### config.mk
export PLATFORM = sky130hd
export DESIGN_NAME = control_seq
export DESIGN_NICKNAME = d
export VERILOG_FILES = /design/src/rtl/control_seq.sv
export SDC_FILE = /design/constraint.sdc
export NUM_CORES = 1
export LEC_CHECK = 0
export CAP_MARGIN = 10
export CELL_PAD_IN_SITES_DETAIL_PLACEMENT = 0
export CELL_PAD_IN_SITES_GLOBAL_PLACEMENT = 1
export CORE_MARGIN = 4
export CORE_UTILIZATION = 37
export DETAILED_ROUTE_END_ITERATION = 6
export MAX_ROUTING_LAYER = met4
export PLACE_DENSITY = 0.9
export SYNTH_ARGS = -nofsm -noshare
export SYNTH_HDL_FRONTEND = slang
export SYNTH_SLANG_ARGS = --single-unit
### constraint.sdc
create_clock -name clk -period 4.5 [get_ports clk]
set_clock_uncertainty 0.05 [all_clocks]
set_input_delay 0.45 -clock clk [delete_from_list [all_inputs] [get_ports clk]]
set_output_delay 0.45 -clock clk [all_outputs]
set_load 0.05 [all_outputs]
### src/rtl/control_seq.sv
// control_seq: registered, handshaked instruction decoder.
// Accepts one instruction per valid/ready handshake and presents the decoded
// control word one cycle later. Issue stalls during a multi-cycle multiply and
// while a BNE is unresolved; wrong-path slots after J / taken BNE are dropped.
module control_seq #(
  parameter int REG_ADDR_W  = 5,
  parameter int ADDR_W      = 32,
  parameter int MUL_CYCLES  = 4,
  parameter int FLUSH_SLOTS = 2
) (
  input  logic                      clk,
  input  logic                      rst,
  input  logic [31:0]               instr,
  input  logic                      instr_valid,
  output logic                      instr_ready,
  input  logic                      br_resolve,
  input  logic                      br_taken,
  output logic [3*REG_ADDR_W+9:0]   ctrl,
  output logic                      ctrl_valid,
  output logic [ADDR_W-1:0]         jmp_address,
  output logic                      illegal
);

  localparam int CW      = 3*REG_ADDR_W + 10;
  localparam int CNT_MAX = (MUL_CYCLES > FLUSH_SLOTS) ? MUL_CYCLES : FLUSH_SLOTS;
  localparam int CNT_W   = (CNT_MAX < 2) ? 1 : $clog2(CNT_MAX + 1);

  localparam logic [1:0] ST_RUN      = 2'd0;
  localparam logic [1:0] ST_MUL_WAIT = 2'd1;
  localparam logic [1:0] ST_BR_WAIT  = 2'd2;
  localparam logic [1:0] ST_FLUSH    = 2'd3;

  localparam logic [5:0] OP_J    = 6'd2;
  localparam logic [5:0] OP_LW   = 6'd40;
  localparam logic [5:0] OP_SW   = 6'd41;
  localparam logic [5:0] OP_BNE  = 6'd42;
  localparam logic [5:0] OP_ADDI = 6'd43;
  localparam logic [5:0] OP_ORI  = 6'd44;

  localparam logic [5:0] FN_ADD = 6'd32;
  localparam logic [5:0] FN_SUB = 6'd34;
  localparam logic [5:0] FN_AND = 6'd36;
  localparam logic [5:0] FN_OR  = 6'd37;
  localparam logic [5:0] FN_MUL = 6'd50;

  logic [1:0]        state_q, state_d;
  logic [CNT_W-1:0]  cnt_q, cnt_d;
  logic [CW-1:0]     ctrl_q, ctrl_d;
  logic              ctrl_valid_q, ctrl_valid_d;
  logic              illegal_q, illegal_d;
  logic [ADDR_W-1:0] jmp_address_q, jmp_address_d;

  logic [5:0]            opcode, funct;
  logic [REG_ADDR_W-1:0] f_rs, f_rt, f_rd, d_rd;
  logic                  d_wr, d_imm, d_mul, d_m2, d_wm, d_wb2, d_br, d_j;
  logic [1:0]            d_alu;
  logic                  d_illegal;
  logic [CW-1:0]         d_word;
  logic [ADDR_W-1:0]     d_jaddr;
  logic                  accept;

  assign opcode  = instr[31:26];
  assign funct   = instr[5:0];
  assign f_rs    = REG_ADDR_W'(instr[25:21]);
  assign f_rt    = REG_ADDR_W'(instr[20:16]);
  assign f_rd    = REG_ADDR_W'(instr[15:11]);
  assign d_jaddr = ADDR_W'(instr[25:0]);

  assign instr_ready = (state_q == ST_RUN) || (state_q == ST_FLUSH);
  assign accept      = instr_valid & instr_ready;

  // Instruction decode into individual control fields.
  always_comb begin
    d_rd      = '0;
    d_wr      = 1'b0;
    d_imm     = 1'b0;
    d_alu     = 2'b00;
    d_mul     = 1'b0;
    d_m2      = 1'b0;
    d_wm      = 1'b0;
    d_wb2     = 1'b0;
    d_br      = 1'b0;
    d_j       = 1'b0;
    d_illegal = 1'b0;
    case (opcode)
      OP_LW:   begin d_rd = f_rt; d_wr = 1'b1; d_imm = 1'b1; d_m2 = 1'b1; end
      OP_SW:   begin d_rd = f_rs; d_imm = 1'b1; d_m2 = 1'b1; d_wm = 1'b1; end
      OP_BNE:  begin d_imm = 1'b1; d_alu = 2'b01; d_m2 = 1'b1; d_br = 1'b1; end
      OP_ADDI: begin d_rd = f_rt; d_wr = 1'b1; d_imm = 1'b1; d_m2 = 1'b1; d_wb2 = 1'b1; end
      OP_ORI:  begin
        d_rd = f_rt; d_wr = 1'b1; d_imm = 1'b1; d_alu = 2'b11; d_m2 = 1'b1; d_wb2 = 1'b1;
      end
      OP_J:    begin d_imm = 1'b1; d_m2 = 1'b1; d_wb2 = 1'b1; d_j = 1'b1; end
      default: begin
        d_rd = f_rd;
        case (funct)
          FN_ADD:  begin d_wr = 1'b1; d_m2 = 1'b1; d_wb2 = 1'b1; d_alu = 2'b00; end
          FN_SUB:  begin d_wr = 1'b1; d_m2 = 1'b1; d_wb2 = 1'b1; d_alu = 2'b01; end
          FN_AND:  begin d_wr = 1'b1; d_m2 = 1'b1; d_wb2 = 1'b1; d_alu = 2'b10; end
          FN_OR:   begin d_wr = 1'b1; d_m2 = 1'b1; d_wb2 = 1'b1; d_alu = 2'b11; end
          FN_MUL:  begin d_wr = 1'b1; d_mul = 1'b1; d_wb2 = 1'b1; end
          default: d_illegal = 1'b1;
        endcase
      end
    endcase
    d_word = {f_rs, f_rt, d_rd, d_wr, d_imm, d_alu, d_mul, d_m2, d_wm, d_wb2, d_br, d_j};
    if (d_illegal) d_word = '0;
  end

  // Issue FSM and registered output word.
  always_comb begin
    state_d       = state_q;
    cnt_d         = cnt_q;
    ctrl_d        = '0;
    ctrl_valid_d  = 1'b0;
    illegal_d     = 1'b0;
    jmp_address_d = jmp_address_q;
    case (state_q)
      ST_RUN: begin
        if (accept) begin
          ctrl_d       = d_word;
          ctrl_valid_d = 1'b1;
          illegal_d    = d_illegal;
          // A single-cycle multiply needs no stall, so MUL_WAIT is skipped.
          if (d_mul && (MUL_CYCLES > 1)) begin
            state_d = ST_MUL_WAIT;
            cnt_d   = CNT_W'(MUL_CYCLES - 1);
          end
          if (d_br) state_d = ST_BR_WAIT;
          if (d_j) begin
            jmp_address_d = d_jaddr;
            if (FLUSH_SLOTS > 0) begin
              state_d = ST_FLUSH;
              cnt_d   = CNT_W'(FLUSH_SLOTS);
            end
          end
        end
      end
      ST_MUL_WAIT: begin
        cnt_d = cnt_q - CNT_W'(1);
        if (cnt_q <= CNT_W'(1)) begin
          state_d = ST_RUN;
          cnt_d   = '0;
        end
      end
      ST_BR_WAIT: begin
        if (br_resolve) begin
          if (br_taken && (FLUSH_SLOTS > 0)) begin
            state_d = ST_FLUSH;
            cnt_d   = CNT_W'(FLUSH_SLOTS);
          end else begin
            state_d = ST_RUN;
          end
        end
      end
      ST_FLUSH: begin
        if (accept) begin
          cnt_d = cnt_q - CNT_W'(1);
          if (cnt_q <= CNT_W'(1)) begin
            state_d = ST_RUN;
            cnt_d   = '0;
          end
        end
      end
      default: begin
        state_d = ST_RUN;
        cnt_d   = '0;
      end
    endcase
  end

  // State and output registers.
  always_ff @(posedge clk or posedge rst) begin
    if (rst) begin
      state_q       <= ST_RUN;
      cnt_q         <= '0;
      ctrl_q        <= '0;
      ctrl_valid_q  <= 1'b0;
      illegal_q     <= 1'b0;
      jmp_address_q <= '0;
    end else begin
      state_q       <= state_d;
      cnt_q         <= cnt_d;
      ctrl_q        <= ctrl_d;
      ctrl_valid_q  <= ctrl_valid_d;
      illegal_q     <= illegal_d;
      jmp_address_q <= jmp_address_d;
    end
  end

  assign ctrl        = ctrl_q;
  assign ctrl_valid  = ctrl_valid_q;
  assign illegal     = illegal_q;
  assign jmp_address = jmp_address_q;

endmodule

# Yosys cells after proc, flatten, opt, wreduce, memory -nomap -nowiden
# Index checks and enable logic that the tools add are counted.
# Widths: inputs -> output; s select.
# word_totals
register_bits	58
output_inout_bits	60
word_cells	83
# op_classes
add_sub_neg	1
magnitude_cmp	1
n_eq_ne	20
n_mux	40
bitwise_logic	1
reduce_logical	14
# op_table
operator	count
$mux 25	3
$eq 6x6->1 const B	10
$mux 3	7
$mux 2	8
$mux 1	15
$pmux 5 s3	1
$pmux 2 s3	2
$pmux 3 s4	1
$reduce_or 3->1	4
$ne 2x2->1 const B	4
$pmux 2 s4	1
$reduce_or 4->1	2
$eq 6x2->1 const B	1
$reduce_or 6->1	1
$reduce_and 5->1	1
$reduce_or 5->1	1
$eq 2x2->1 const B	2
$ne 4x4->1 const B	1
$pmux 1 s2	2
$reduce_and 4->1	1
$le 3x1->1 const B	1
$ne 3x3->1 const B	1
$reduce_and 3->1	1
$sub 3x1->3 const B	1
5 further kinds	5

# Longest topological paths before layout
# Gate-level depths: netlist (run 1).
# logic_depth
depth_word	8
mapped_depth	8
ltp_nobuf	7

# Least setup slack after synthesis (run 1)
# No wires, ideal clock.
# synth_path
path_kind	reg2reg
from	reg state_q[0]
to	reg jmp_address_q[0], in the netlist jmp_address[0]
arrival_ns	2.164
setup_slack_ns	2.161
stages_incl_launch_ff	9
n_path_buf	1
path_cell_list	dfrtp_1 -> inv_1 -> ha_1 -> inv_1 -> nand3_1 -> inv_1 -> nand3_2 -> buf_2 -> mux2_2
# synth_between
elab_chain_cells	4
word_cells_on_any_way	5
classes_between	1 x eq/ne; 1 x bitwise; 3 x reduce/logical
# synth_rtl
item	line	source
start, declared	46	logic [1:0] state_q, state_d;
start signal, assigned	182	state_q <= state_d;
$eq 2x2->1 / $logic_not 2->1 (equally long branches)	69	assign instr_ready = (state_q == ST_RUN) || (state_q == ST_FLUSH);
$logic_or 1x1->1 (*)	69	
net instr_ready	15	output logic instr_ready,
$and 1x1->1 (*)	70	assign accept = instr_valid & instr_ready;
$reduce_and 3->1 (no line) (*)	n/a	
end signal, assigned	187	jmp_address_q <= jmp_address_d;
end, declared	51	logic [ADDR_W-1:0] jmp_address_q, jmp_address_d;
# Mark *: on every way through the listed nets, which the timed path passes. The rest lies on a longest branch.
# A chain may end at the register's enable or synchronous reset.

# Worst setup path after layout (run 1)
# layout_path
from	reg state_q[0]
to	reg jmp_address_q[23], in the netlist jmp_address[23]
# layout_between
elab_chain_cells	4
word_cells_on_any_way	5
classes_between	1 x eq/ne; 1 x bitwise; 3 x reduce/logical
# layout_rtl
item	line
$eq 2x2->1 / $logic_not 2->1 (equally long branches)	69, 118
$logic_or 1x1->1	69
$and 1x1->1	70
$reduce_and 3->1 (no line) (*)	n/a
# Mark *: on every way between the ends. The rest lies on a longest branch, timed or not.

==> results of run 1 <==
-- cell usage in the layout (no fill, tap or decap), drive strengths merged, types with 2 or more instances in the layout --
master / instances
clkdlybuf4s50: 90
dfrtp: 58
mux2: 26
a21oi: 12
and2: 12
clkbuf: 12
nand3: 11
inv: 9
nand2: 7
o21ai: 6
nor2b: 6
ha: 6
conb: 6
a22oi: 5
nand2b: 4
a31oi: 4
nor2: 3
a211oi: 3
or4b: 3
o21bai: 2
nand3b: 2
o211a: 2
nor4: 2
xnor2: 2
o21a: 2
nor3b: 2
nand4: 2
and3: 2
a2111oi: 2
clkinv: 2
-- how the worst max path moves through the flow --
stage	from	depth (start not counted)	slack, ps	end
floorplan	state_q[0]$_DFFE_PP0P_	8	2160	jmp_address[0]$_DFFE_PP0P_
global placement	instr[30]	5	1520	ctrl[12]$_DFF_PP0_
detailed placement	instr[30]	5	1380	ctrl[13]$_DFF_PP0_
CTS	state_q[0]$_DFFE_PP0P_	6	1620	jmp_address[23]$_DFFE_PP0P_
global route	state_q[0]$_DFFE_PP0P_	6	1440	jmp_address[23]$_DFFE_PP0P_
finish	state_q[0]$_DFFE_PP0P_	6	1640	jmp_address[23]$_DFFE_PP0P_
-- critical path, cell delays in order, from the launching register on --
cell,delay (ps)
dfrtp_1,430
inv_1,140
ha_1,430
nand3_1,340
inv_1,230
nand3_2,580
mux2_2,520
-- registers in the layout (all words and copies together) (netlist names) --
register and cells:
ctrl 25, state_q 2, cnt_q 3, jmp_address 26, ctrl_valid 1, illegal 1
-- cell type report --
cell class / count / area [um^2] / share of cell area [%]
clock buffers: 12 / 135 / 3.52
repair buffers: 91 / 908 / 23.7
flip-flops and latches: 58 / 1450 / 37.8
clock inverters: 3 / 17.5 / 0.456
multi-input cells: 152 / 1170 / 30.4
well taps: 99 / 124 / 3.23
inverters: 9 / 33.8 / 0.880
-- power by group through the flow --
stage	combinational, mW	sequential [mW]	clock [mW]
floorplan	0.295	0.785	0
global placement	0.645	0.631	0
detailed placement	0.652	0.635	0
CTS	0.654	0.626	0.396
global route	0.704	0.635	0.424
finish	0.650	0.625	0.387
-- logic make-up after synthesis --
group	share of synthesized area (%)
xor gates and xnor gates	0.643
and+or+nand+nor	15.5
adders and majority gates	2.75
AOI/OAI and AO/OA	12.0
DFF	53.2
muxes	11.1
other	0.138
buffers and inverters	4.59
-- stage by stage --
stage	hold WS [ps]	setup WS [ps]
after floorplan	472	2160
after global placement	436	1520
after detailed placement	445	1380
after CTS	459	1620
after global routing	479	1440
final	453	1640
-- metal layers --
layer	share of wire [%]	wire [um]	global-route usage (%)	vias up
met5	0	0	-	-
met4	2.8	191	8.06	0
met3	5.7	387	3.61	14
met2	49	3370	27.1	79
met1	42	2870	19.6	1029
li1	-	-	-	1000
==> flow_summary.yaml, run 1 <==
placement:
  dpl-instance-area_um2: 3690
  post-place-cells: 409
  gpl.final_weighted_congestion: 0.819
  placement.io_buffers: 90
  post_dp_hpwl_mm: 5.18
drt:
  first_iter_violations: 105
  routedWlPerCell_um: 16.1
  avgViaCountPerCell: 5.00
  route.detailed.drc: 0
  drt_first_pass_iters: 4
  route.final.wire_length_mm: 6.82
  via_count: 2122
  antenna_left: 0
sta:
  fin_tns_setup_ps: 0
  finalHoldViolations: 0
  final-setup-viol-count: 0
  rsz0062_at_grt: "no"
  final_min_period_over_clock_period_pct: 63.6
  worst_slew_pin_slew_ps: 793
  period_minus_slack_ps: 2860
  highest_achievable_clock_rate_mhz: 350
  max_slew_violation_count: 0
  slew_headroom_pct: 47.0
finish:
  nets: 364
  final_cell_area_um2: 3840
  area_growth_syn_to_layout_pct: 40.8
  finalNonFillerCells: 424
  finalCoreUtilization_pct: 53.2
  num-fill-cells: 656
  layout-drive-gt1-share_pct: 14.5
  num_antenna_cells: 0
clocking:
  worst_setup_hold_path_clk_slew_ps: 60
  cts.htree.levels: 3
  clk-insertion-delay-late_ps: 330
  maximum_buffer_depth_of_the_clock_tree: 2
  gates_resized_cts_repair: 0
  tritoncts: "yes"
  cts-root-buf: "clkbuf_8"
  clock-sinks: 58
  number_of_cts_inserted_buffers: 9
  post-cts-setup-buffers: 0
  quantity_of_hold_fixing_buffers_added_after_cts: 0
job:
  maxCapViolCount: 0
setup_path:
  critPathCaptureType: "flop"
  critical_path_arrival_ps: 3020
  timing.rr.start: "state_q[0]$_DFFE_PP0P_"
  crit_path_kind: "flop to flop"
  rr_endpoint: "jmp_address[23]$_DFFE_PP0P_"
  r2r_setup_slack_ps: 1640
  cp_max_fo: 26
  worst-r2r-cell-count: 6
  worstPathRequired_ps: 4660
  critical_path.startpoint_type: "flop"
pwr:
  pnr_total_power_mw: 1.66
  power_dens_cells_nw_per_um2: 433
  share_comb_of_total_power_pct: 39.1
  p_leak_nw: 1.70
  p_sw_share_pct: 38.4
  pwr-share-clk_pct: 23.3
  total_switching_power_mw: 0.638
  intPower_mw: 1.02
  sequentialPowerShare_pct: 37.6
  largest_vdd_supply_drop_mv: 0.215
min_path:
  hold_path_depth: 1
  hold_class: "flop to flop"
  worst_hold_startpoint: "jmp_address[21]$_DFFE_PP0P_"
  worstHoldEndpoint: "jmp_address[21]$_DFFE_PP0P_"
global_route:
  first_global_vias: 2116
  global_route_wire_length_before_repair_mm: 10.9
  grt_max_degree: 32
  grt-ovfl-total: 0
  global_route.usage.total_pct: 16.7
  grt_antenna_before_repair: 0
synthesis:
  synth.top_cell.area_share_pct: 53.2
  synth_area_leaders: "dfrtp_1, mux2_2, and2_1"
  ys_top_cells_by_count: "dfrtp_1, mux2_2, a21oi_1, and2_1, nand3_1"
  async_flop_share_pct: 100
  synth_area_per_cell_um2: 11.9
  ff_latch_count_synth: 58
  synthDominantAreaCellType: "dfrtp_1"
  ys_dominant_reg_cell: "dfrtp_1"
  netlist_area_um2: 2730
  count_of_unique_library_cells_instantiated_by_yosys: 53
  number_of_synthesized_flops_with_an_enable_pin: 0
  ys_warn_count: 0
  synth_seq_area_share_pct: 53.2
  yosys.cell_count.top_type: "dfrtp_1"
  synthesis.instances: 229
floorplan:
  core_area_um2: 7210
  initial_utilization_pct: 37.8
  die_area_um2: 8810
  rows: 31
  die_y_um: 93.8
  pin_count: 97
  die_x_um: 93.8
run_status:
  outcome: "finished, final reports clean"
Power figures use the tool's default switching activity.
==> run 2, diff against run 1 <==
--- a/config.mk
+++ b/config.mk
@@ -9,10 +9,10 @@
 export CELL_PAD_IN_SITES_DETAIL_PLACEMENT = 0
 export CELL_PAD_IN_SITES_GLOBAL_PLACEMENT = 1
 export CORE_MARGIN = 4
-export CORE_UTILIZATION = 37
+export CORE_UTILIZATION = 31
 export DETAILED_ROUTE_END_ITERATION = 6
 export MAX_ROUTING_LAYER = met4
-export PLACE_DENSITY = 0.9
+export PLACE_DENSITY = 0.81
 export SYNTH_ARGS = -nofsm -noshare
 export SYNTH_HDL_FRONTEND = slang
 export SYNTH_SLANG_ARGS = --single-unit
==> constraint.sdc (replaced) <==
create_clock -name clk -period 2.61 [get_ports clk]
set_clock_uncertainty 0.05 [all_clocks]
set_input_delay 0.261 -clock clk [delete_from_list [all_inputs] [get_ports clk]]
set_output_delay 0.261 -clock clk [all_outputs]
set_load 0.05 [all_outputs]
==> run 2 against run 1 <==
Effect of this change:
- global-route usage shrank 1.7 points
- critical path depth down 2
- sequential cell count is the same
- via count grew 1.8%
- first-iteration DRC count shrank 26%
- critical path type is now flop to output pin
- critical endpoint is now instr_ready
==> flow_summary.yaml, run 2 (same netlist as run 1, synthesis figures left out) <==
run_status:
  outcome: "finished, final reports clean"
finish:
  final_cell_mix: "clkdlybuf4s50_1, dfrtp_1, mux2_2"
  largest_register_ff_count: 26
  layout-drive-gt1-share_pct: 17.9
  nets: 375
  most_common_library_cell_in_the_layout_ignoring_fill_and_taps: "clkdlybuf4s50_1"
  area_growth_syn_to_layout_pct: 45.5
  num_antenna_cells: 0
  finalNonFillerCells: 440
drt:
  wl_met2_mm: 3.39
  top_layer_used: "met4"
  dr_wl_met3_um: 471
  first_iter_violations: 78
  avgViaCountPerCell: 4.91
  detail_route.wirelength.met1_mm: 3.11
  drt_first_pass_iters: 4
  route.detailed.drc: 0
  route.final.wire_length_mm: 7.07
  antenna_left: 0
  via_count: 2161
  routedWlPerCell_um: 16.1
clocking:
  clock-sinks: 58
  maximum_buffer_depth_of_the_clock_tree: 2
  cts.htree.levels: 3
  number_of_cts_inserted_buffers: 9
  quantity_of_hold_fixing_buffers_added_after_cts: 0
  worst_setup_hold_path_clk_slew_ps: 60
  cts-root-buf: "clkbuf_8"
  tritoncts: "yes"
  clk-insertion-delay-late_ps: 320
  post-cts-setup-buffers: 0
  gates_resized_cts_repair: 0
floorplan:
  die_x_um: 102
  core_area_um2: 8380
  die_area_um2: 10400
  pin_count: 97
  rows: 33
  initial_utilization_pct: 32.5
  die_y_um: 102
sta:
  finalHoldViolations: 0
  highest_achievable_clock_rate_mhz: 426
  final-setup-viol-count: 0
  fin_tns_setup_ps: 0
  max_slew_violation_count: 0
  worst_slew_pin_slew_ps: 522
  period_minus_slack_ps: 2350
  layout_setup_ws_ps: 264
  slew_headroom_pct: 64.7
  rsz0062_at_grt: "no"
  final_min_period_over_clock_period_pct: 89.9
  fin_hold_ws_ps: 240
global_route:
  global_route.usage.total_pct: 14.9
  grt_max_degree: 38
  first_global_vias: 2251
  grt-ovfl-total: 0
  global_route_wire_length_before_repair_mm: 11.3
  grt_antenna_before_repair: 0
setup_path:
  rr_endpoint: "state_q[0]$_DFFE_PP0P_"
  critical_path.startpoint_type: "flop"
  worstPathRequired_ps: 2300
  critPathCaptureType: "output pin"
  critical_path_arrival_ps: 2040
  crit_path_kind: "flop to output pin"
  timing.rr.start: "state_q[0]$_DFFE_PP0P_"
  critical_path.startpoint: "state_q[0]$_DFFE_PP0P_"
  worst-r2r-cell-count: 6
  worst_setup_path_endpoint: "instr_ready"
  r2r_setup_slack_ps: 310
  cp_max_fo: 5
placement:
  pre_cts_slack_ps: 275
  post-place-cells: 426
  post_dp_hpwl_mm: 5.32
  placement.io_buffers: 90
  gpl.final_weighted_congestion: 0.853
pwr:
  power_dens_cells_nw_per_um2: 746
  p_leak_nw: 1.77
  largest_vdd_supply_drop_mv: 0.325
min_path:
  hold_class: "input pin to async pin"
job:
  maxCapViolCount: 0
## run 2: cell types whose count changed in the layout (fill, tap and decap cells not counted), sizes merged
cell / change
buf: +11
clkinv: -1
## run 2: layer usage
layer  vias up  global-route usage (%)
met1      1054                    19.0
met2        74                    23.1
met4         0                    5.52
li1       1024                       -
met3         9                    3.65
met5         -                       -
## run 2: worst max-delay path, cell delays in order (launching register included)
cell             delay [ps]
dfrtp_1                 420
inv_1                   110
ha_1                    310
inv_1                    70
clkdlybuf4s50_1         800
## run 2: final cells by class
type | instances | area [um^2]
Timing Repair Buffer | 102 | 1000
Sequential cell | 58 | 1450
Clock buffer | 12 | 165
Fill cell | 803 | 4420
Clock inverter | 2 | 12.5
Multi-Input combinational cell | 152 | 1170
Inverter | 9 | 33.8
Tap cell | 105 | 131
## run 2: report_power, final
group | internal (mW) | switching (mW)
Sequential | 1.01 | 0.0666
Combinational | 0.431 | 0.713
Clock | 0.410 | 0.327
Total | 1.85 | 1.11
## run 2: worst min-delay path by stage
stage | from | slack [ps] | depth (start not counted) | to
finish | rst | 240 | 2 | ctrl[1]$_DFF_PP0_
global route | rst | 270 | 2 | ctrl[0]$_DFF_PP0_
CTS | rst | 240 | 2 | jmp_address[16]$_DFFE_PP0P_
detailed placement | jmp_address[18]$_DFFE_PP0P_ | 440 | 1 | jmp_address[18]$_DFFE_PP0P_
global placement | jmp_address[9]$_DFFE_PP0P_ | 440 | 1 | jmp_address[9]$_DFFE_PP0P_
floorplan | instr[0] | 280 | 1 | ctrl[5]$_DFF_PP0_
## run 2: per-stage QoR
stage               power, mW  area (um^2)  util [%]
finish                   2.96         3970      47.3
global route             3.14         3970      47.3
CTS                      3.00         3970      47.3
detailed placement       2.24         3790      45.2
global placement         2.22         3790      45.2
floorplan                1.86         2750         -
